==> config.mk <==
export PLATFORM = sky130hd
export DESIGN_NAME = spi_cfg_regfile
export DESIGN_NICKNAME = d
export VERILOG_FILES = /design/src/rtl/vga_cfg_pkg.sv /design/src/rtl/cfg_shadow_reg.sv /design/src/rtl/spi_cfg_regfile.sv
export SDC_FILE = /design/constraint.sdc
export NUM_CORES = 1
export LEC_CHECK = 0
export CORE_ASPECT_RATIO = 1.1
export CORE_MARGIN = 2
export CORE_UTILIZATION = 30
export DETAILED_ROUTE_END_ITERATION = 12
export DONT_BUFFER_PORTS = 1
export GPL_TIMING_DRIVEN = 0
export MAX_ROUTING_LAYER = met4
export PLACE_DENSITY_LB_ADDON = 0.05
export SLEW_MARGIN = 20
export SYNTH_ARGS = -nofsm -noshare
export SYNTH_HDL_FRONTEND = slang
export SYNTH_SLANG_ARGS = --single-unit
==> constraint.sdc <==
create_clock -name clk -period 2.2 [get_ports clk]
set_input_delay 0.11 -clock clk [delete_from_list [all_inputs] [get_ports clk]]
set_output_delay 0.11 -clock clk [all_outputs]
set_load 0.05 [all_outputs]
==> src/rtl/vga_cfg_pkg.sv <==
// Shared definitions for the SPI configuration path: command byte layout,
// decoder state encoding and the default value of configuration register 0.
package vga_cfg_pkg;

   localparam int          CMD_WRITE_BIT = 7;
   localparam int          CMD_IDX_W     = 2;
   localparam logic [7:0]  CMD_RSVD_MASK = 8'h7C;
   localparam logic [31:0] CFG_RESET     = 32'h80FC_0000;

   typedef enum logic [1:0] {
      ST_IDLE    = 2'd0,
      ST_WDATA   = 2'd1,
      ST_RDATA   = 2'd2,
      ST_DISCARD = 2'd3
   } cfg_state_e;

   // Byte k of a word, k = 0 being the most significant (wire order)
   function automatic logic [7:0] word_byte(input logic [31:0] word, input logic [1:0] k);
      logic [7:0] b;
      case (k)
         2'd0:    b = word[31:24];
         2'd1:    b = word[23:16];
         2'd2:    b = word[15:8];
         2'd3:    b = word[7:0];
         default: b = 8'h00;
      endcase
      return b;
   endfunction

endpackage

==> src/rtl/cfg_shadow_reg.sv <==
// One double-buffered configuration register: a shadow written from SPI, an
// active copy driving the pixel path, and a pending bit bridging the two.
module cfg_shadow_reg
   import vga_cfg_pkg::*;
#(
   parameter logic [31:0] RESET_VAL = 32'h0000_0000
) (
   input  logic        clk,
   input  logic        rst_n,
   input  logic        wr_en,
   input  logic [31:0] wr_data,
   input  logic        commit,
   output logic [31:0] active,
   output logic        pending
);

   logic [31:0] shadow_r;
   logic [31:0] active_r;
   logic        pending_r;

   // A fresh word takes priority over commit so it waits for the next commit point
   always_ff @(posedge clk) begin
      if (!rst_n) begin
         shadow_r  <= RESET_VAL;
         active_r  <= RESET_VAL;
         pending_r <= 1'b0;
      end else if (wr_en) begin
         shadow_r  <= wr_data;
         pending_r <= 1'b1;
      end else if (commit && pending_r) begin
         active_r  <= shadow_r;
         pending_r <= 1'b0;
      end
   end

   assign active  = active_r;
   assign pending = pending_r;

endmodule

==> src/rtl/spi_cfg_regfile.sv <==
// SPI command decoder and double-buffered configuration register file; words
// reach cfg_out only at the commit point so a frame never tears mid-scan.
module spi_cfg_regfile
   import vga_cfg_pkg::*;
#(
   parameter int          NUM_REGS         = 4,
   parameter logic [31:0] RESET_CFG0       = CFG_RESET,
   parameter bit          COMMIT_ON_VBLANK = 1'b1
) (
   input  logic                  clk,
   input  logic                  rst_n,
   input  logic                  ena,
   input  logic                  frame_active,
   input  logic                  byte_valid,
   input  logic [7:0]            byte_data,
   input  logic                  vblank_start,
   output logic [32*NUM_REGS-1:0] cfg_out,
   output logic [7:0]            tx_byte,
   output logic [NUM_REGS-1:0]   pending,
   output logic                  err_flag
);

   cfg_state_e           state_r;
   cfg_state_e           state_nxt_s;
   logic [1:0]           cnt_r;
   logic [CMD_IDX_W-1:0] idx_r;
   logic [23:0]          asm_r;
   logic                 wr_frame_r;
   logic [7:0]           tx_byte_r;
   logic                 err_r;

   logic                 adv_s;
   logic                 frame_end_s;
   logic                 cmd_write_s;
   logic [CMD_IDX_W-1:0] cmd_idx_s;
   logic                 cmd_bad_s;
   logic                 wr_en_s;
   logic [31:0]          wr_data_s;
   logic                 err_set_s;
   logic                 tx_load_s;
   logic [7:0]           tx_nxt_s;
   logic                 commit_s;
   logic [31:0]          active_s [4];

   assign adv_s       = ena & frame_active & byte_valid;
   assign frame_end_s = ena & ~frame_active;
   assign cmd_write_s = byte_data[CMD_WRITE_BIT];
   assign cmd_idx_s   = byte_data[CMD_IDX_W-1:0];
   assign cmd_bad_s   = (|(byte_data & CMD_RSVD_MASK)) | ({1'b0, cmd_idx_s} >= 3'(NUM_REGS));
   assign wr_data_s   = {asm_r, byte_data};

   // Decoder state register
   always_ff @(posedge clk) begin
      if (!rst_n) begin
         state_r <= ST_IDLE;
      end else begin
         state_r <= state_nxt_s;
      end
   end

   // Decoder next state; frame end overrides everything
   always_comb begin
      state_nxt_s = state_r;
      if (frame_end_s) begin
         state_nxt_s = ST_IDLE;
      end else if (adv_s) begin
         case (state_r)
            ST_IDLE: begin
               if (cmd_bad_s) begin
                  state_nxt_s = ST_DISCARD;
               end else if (cmd_write_s) begin
                  state_nxt_s = ST_WDATA;
               end else begin
                  state_nxt_s = ST_RDATA;
               end
            end
            ST_WDATA: begin
               if (cnt_r == 2'd3) begin
                  state_nxt_s = ST_DISCARD;
               end else begin
                  state_nxt_s = ST_WDATA;
               end
            end
            ST_RDATA: begin
               if (cnt_r == 2'd3) begin
                  state_nxt_s = ST_DISCARD;
               end else begin
                  state_nxt_s = ST_RDATA;
               end
            end
            ST_DISCARD: state_nxt_s = ST_DISCARD;
            default:    state_nxt_s = ST_IDLE;
         endcase
      end else begin
         state_nxt_s = state_r;
      end
   end

   // Decoder outputs: shadow write strobe, error set and next read-back byte
   always_comb begin
      wr_en_s   = 1'b0;
      err_set_s = 1'b0;
      tx_load_s = 1'b0;
      tx_nxt_s  = 8'h00;
      if (frame_end_s) begin
         tx_load_s = 1'b1;
         tx_nxt_s  = 8'h00;
      end else if (adv_s) begin
         case (state_r)
            ST_IDLE: begin
               if (cmd_bad_s) begin
                  err_set_s = 1'b1;
               end else if (!cmd_write_s) begin
                  tx_load_s = 1'b1;
                  tx_nxt_s  = word_byte(active_s[cmd_idx_s], 2'd0);
               end else begin
                  tx_load_s = 1'b0;
               end
            end
            ST_WDATA: begin
               if (cnt_r == 2'd3) begin
                  wr_en_s = 1'b1;
               end else begin
                  wr_en_s = 1'b0;
               end
            end
            ST_RDATA: begin
               tx_load_s = 1'b1;
               if (cnt_r == 2'd3) begin
                  tx_nxt_s = 8'h00;
               end else begin
                  tx_nxt_s = word_byte(active_s[idx_r], cnt_r + 2'd1);
               end
            end
            ST_DISCARD: begin
               if (wr_frame_r) begin
                  err_set_s = 1'b1;
               end else begin
                  err_set_s = 1'b0;
               end
            end
            default: begin
               wr_en_s = 1'b0;
            end
         endcase
      end else begin
         tx_load_s = 1'b0;
      end
   end

   // Byte counter, write assembly, read-back byte and sticky error
   always_ff @(posedge clk) begin
      if (!rst_n) begin
         cnt_r      <= 2'd0;
         idx_r      <= '0;
         asm_r      <= 24'h0;
         wr_frame_r <= 1'b0;
         tx_byte_r  <= 8'h00;
         err_r      <= 1'b0;
      end else begin
         err_r <= err_r | err_set_s;
         if (tx_load_s) begin
            tx_byte_r <= tx_nxt_s;
         end
         if (frame_end_s) begin
            cnt_r      <= 2'd0;
            asm_r      <= 24'h0;
            wr_frame_r <= 1'b0;
         end else if (adv_s) begin
            case (state_r)
               ST_IDLE: begin
                  cnt_r <= 2'd0;
                  idx_r <= cmd_idx_s;
               end
               ST_WDATA: begin
                  asm_r <= {asm_r[15:0], byte_data};
                  cnt_r <= cnt_r + 2'd1;
                  if (cnt_r == 2'd3) begin
                     wr_frame_r <= 1'b1;
                  end
               end
               ST_RDATA: cnt_r <= cnt_r + 2'd1;
               default:  cnt_r <= cnt_r;
            endcase
         end
      end
   end

   if (COMMIT_ON_VBLANK) begin : g_commit_vblank
      assign commit_s = ena & vblank_start;
   end else begin : g_commit_now
      assign commit_s = ena;
   end

   for (genvar i = 0; i < 4; i++) begin : g_reg
      if (i < NUM_REGS) begin : g_inst
         cfg_shadow_reg #(
            .RESET_VAL (i == 0 ? RESET_CFG0 : 32'h0000_0000)
         ) u_reg (
            .clk     (clk),
            .rst_n   (rst_n),
            .wr_en   (wr_en_s && (idx_r == CMD_IDX_W'(i))),
            .wr_data (wr_data_s),
            .commit  (commit_s),
            .active  (active_s[i]),
            .pending (pending[i])
         );
         assign cfg_out[32*i +: 32] = active_s[i];
      end else begin : g_none
         assign active_s[i] = 32'h0000_0000;
      end
   end

   assign tx_byte  = tx_byte_r;
   assign err_flag = err_r;

endmodule
==> reports/results.ini <==
[die]
core.rowCount = 77
die_h_um = 215
coreArea_mm2 = 0.0401
initial_core_util_pct = 30.4
fp.dieW_um = 196
ios = 155
die-area_mm2 = 0.0422

[route]
vias_per_cell = 5.17
postRouteAntennaNets = 0
drc_errors = 0
vias = 10500
post_drt_wl_per_cell_um = 25.7
drtIter0Drc = 641
firstDrtPassIters = 5
wirelength_um = 52400

[critical_path]
crit_arrival_ns = 2.57
cp_common_cell = buf_6
rrSetupSlack_ns = 0.09
cp_top_family = buffers and inverters
r2r_end = g_reg[0].g_inst.u_reg.active[16]$_SDFFE_PN0P_
cp_slowest_cell = or3b_1
path_depth = 8
crit_fanout = 10
crit_path_end_kind = flip-flop
max_stage_delay_ns = 0.40
start_kind = flip-flop
ff2ff_path_depth = 8
critPathBufInv = 3
worstSetupPathType = reg -> reg
crit_start = cnt_r[0]$_SDFFE_PP0P_
required_ns = 2.66
path_cells = ha_1 > buf_4 > or3b_1 > o21ai_4 > buf_6 > buf_6 > nand3_1 > o21ai_0
r2r_start = cnt_r[0]$_SDFFE_PP0P_
endpoint = g_reg[0].g_inst.u_reg.active[16]$_SDFFE_PN0P_

[sta]
finalSetupViolations = 0
slew_viol_final = 0
hold_viol_final = 0
finClkSkew_ns = 0.0171
fin_crit_sh_pct = 96.0
fmaxAchievable_mhz = 473
grt_setup_unrepaired = yes
setup_ws_ns = 0.0876
fin_crit_ns = 2.11
slew_headroom_pct = 36.9
tightest_slew_ns = 0.946
tns_ns = 0

[yosys]
yosysWarnings = 0
synth_cells = 1450
synth_top_cells_by_area = dfxtp_1 49%, nand2_1 14%, nand3_1 5.6%
synth_top_area_share_pct = 49.3
netlist_area_mm2 = 0.0122
yosys.area.top_type = dfxtp_1
ys_ff_latch = 300
avgSynthCellArea_um2 = 8.40
yosysSeqAreaShare_pct = 49.3
yosysUniqueCellTypes = 49
synth_nets = 1472

[power_and_ir_drop]
peakVddDrop_v = 0.000492
cellLeakagePower_nw = 4.52
powerDensity_mw_per_mm2 = 824

[final_layout]
fin_util_pct = 35.6
area_growth_pct = 17.2
final_cells = 2039
final_cell_mix = 452 x nand2_1, 300 x dfxtp_1, 137 x nand3_1, 126 x o21ai_0, 78 x a21boi_0
post_route_cells_drive_above_1_share_pct = 10.5
nets = 1521
final_common_cell = nand2_1

[worst_hold_path]
hold_path_class = in -> reg
min_path_cells = 4
worst_hold_startpoint = frame_active

[clock_tree]
cts.htree.levels = 2
insertion_delay_ns = 0.54
cts_tree = yes
cts_buffers = 36
cts_root_buffer = clkbuf_16
clkSlewWorstSetupHoldPaths_ns = 0.06
clock_sinks = 300
clk_path_buf_depth = 3

[global_routing]
grt_usage_pct = 25.6
grt_max_degree = 13
grt_pass1_vias = 10100
grt_pass1_wl_um = 74900
antenna_found_initial = 2
gr-total-overflow = 0

[place]
io_buffers = 0
place.gp.congestion = 0.827
post-place-cells = 1963
post-dp-hpwl_um = 38300
place_ws_ns = -0.317

[run_status]
outcome = completed

[flow_run]
drv_cap = 0

registers in the layout, summed over array words and instances (netlist names):
signal                   count
g.g_inst.u_reg.active      128
g.g_inst.u_reg.pending       4
tx_byte                      8
g.g_inst.u_reg.shadow_r    128
idx_r                        2
asm_r                       24
err_flag                     1
wr_frame_r                   1
state_r                      2
cnt_r                        2
worst min path at each step:
stage	end	slack (ns)
after floorplan	g_reg[1].g_inst.u_reg.shadow_r[2]$_SDFFE_PN0P_	0.24
after global placement	g_reg[1].g_inst.u_reg.shadow_r[3]$_SDFFE_PN0P_	0.25
after detailed placement	g_reg[1].g_inst.u_reg.shadow_r[2]$_SDFFE_PN0P_	0.25
after CTS	tx_byte[2]$_SDFFE_PN0P_	0.01
after global routing	tx_byte[2]$_SDFFE_PN0P_	0.04
final	state_r[1]$_SDFFE_PP0P_	0.05
per-layer routing:
| metal | vias to the layer above | track usage [%] | routed length (um) |
|---|---|---|---|
| met2 | 305 | 40.7 | 24600 |
| met3 | 75 | 5.05 | 3180 |
| met1 | 5152 | 32.8 | 23200 |
| met4 | 0 | 7.93 | 1400 |
| li1 | 5011 | - | - |
| met5 | - | - | 0 |
area by class of cell:
class / count / area, um^2
antenna: 4 / 10.0
buffer: 121 / 638
clock buffer: 57 / 1050
clock inverter: 4 / 72.6
fill: 4286 / 25800
inverter: 14 / 52.6
multi-input combinational: 1012 / 5630
sequential: 300 / 6010
tap: 513 / 642
timing repair buffer: 14 / 163
synthesized netlist by cell type, drive strengths merged:
cell type and number:
o2111ai 2, nand3b 1, mux2i 39, buf 55
ha 8, or4 2, clkbuf 69, or3b 1
nor3b 1, and2 1, a2111oi 1, or2 2
o31ai 1, a211oi 1, nand3 137, and3 5
nand2b 3, o21a 1, or3 1, nand2 453
o211ai 6, nor4 3, a22oi 6, nor2 4
o21ai 136, mux4 16, o21bai 1, nand4b 1
o22ai 16, a21boi 127, nand4 1, dfxtp 300
nor3 3, and4 1, a21oi 31, inv 14
worst min-delay path, delay by kind of cell:
kind	cells	cell delay, ns
AND/OR/NAND/NOR	2	0.16
buffers and inverters	1	0.22
AO/OA/AOI/OAI	1	0.05
power by group:
part | switching [mW] | internal [mW] | total [mW]
clock network | 2.40 | 3.49 | 5.90
logic | 0.305 | 0.105 | 0.410
registers | 0.0128 | 5.44 | 5.45
total | 2.72 | 9.04 | 11.8
cells by family after synthesis:
kind of cell	Yosys count	share of synthesized area, %
DFF	300	49.3
AOI/OAI and AO/OA	329	16.9
buffers and inverters	138	5.14
and+or+nand+nor	620	21.6
muxes	55	6.17
adders and majority gates	8	0.822
per-stage QoR:
stage	cell area, um^2	power (mW)	hold slack [ns]
after floorplan	12200	5.78	0.245
after global placement	12800	5.94	0.248
after detailed placement	12800	5.94	0.254
after CTS	14100	11.9	0.0130
after global routing	14300	12.1	0.0450
final	14300	11.8	0.0451
repair_timing:
action	in CTS	in global routing
hold endpoints to repair	38	0
endpoints found under the setup margin	171	213
hold buffers	8	0
pin swaps	2	4
gates resized for setup	31	27
setup buffers	3	3
Power figures use the tool's default switching activity.
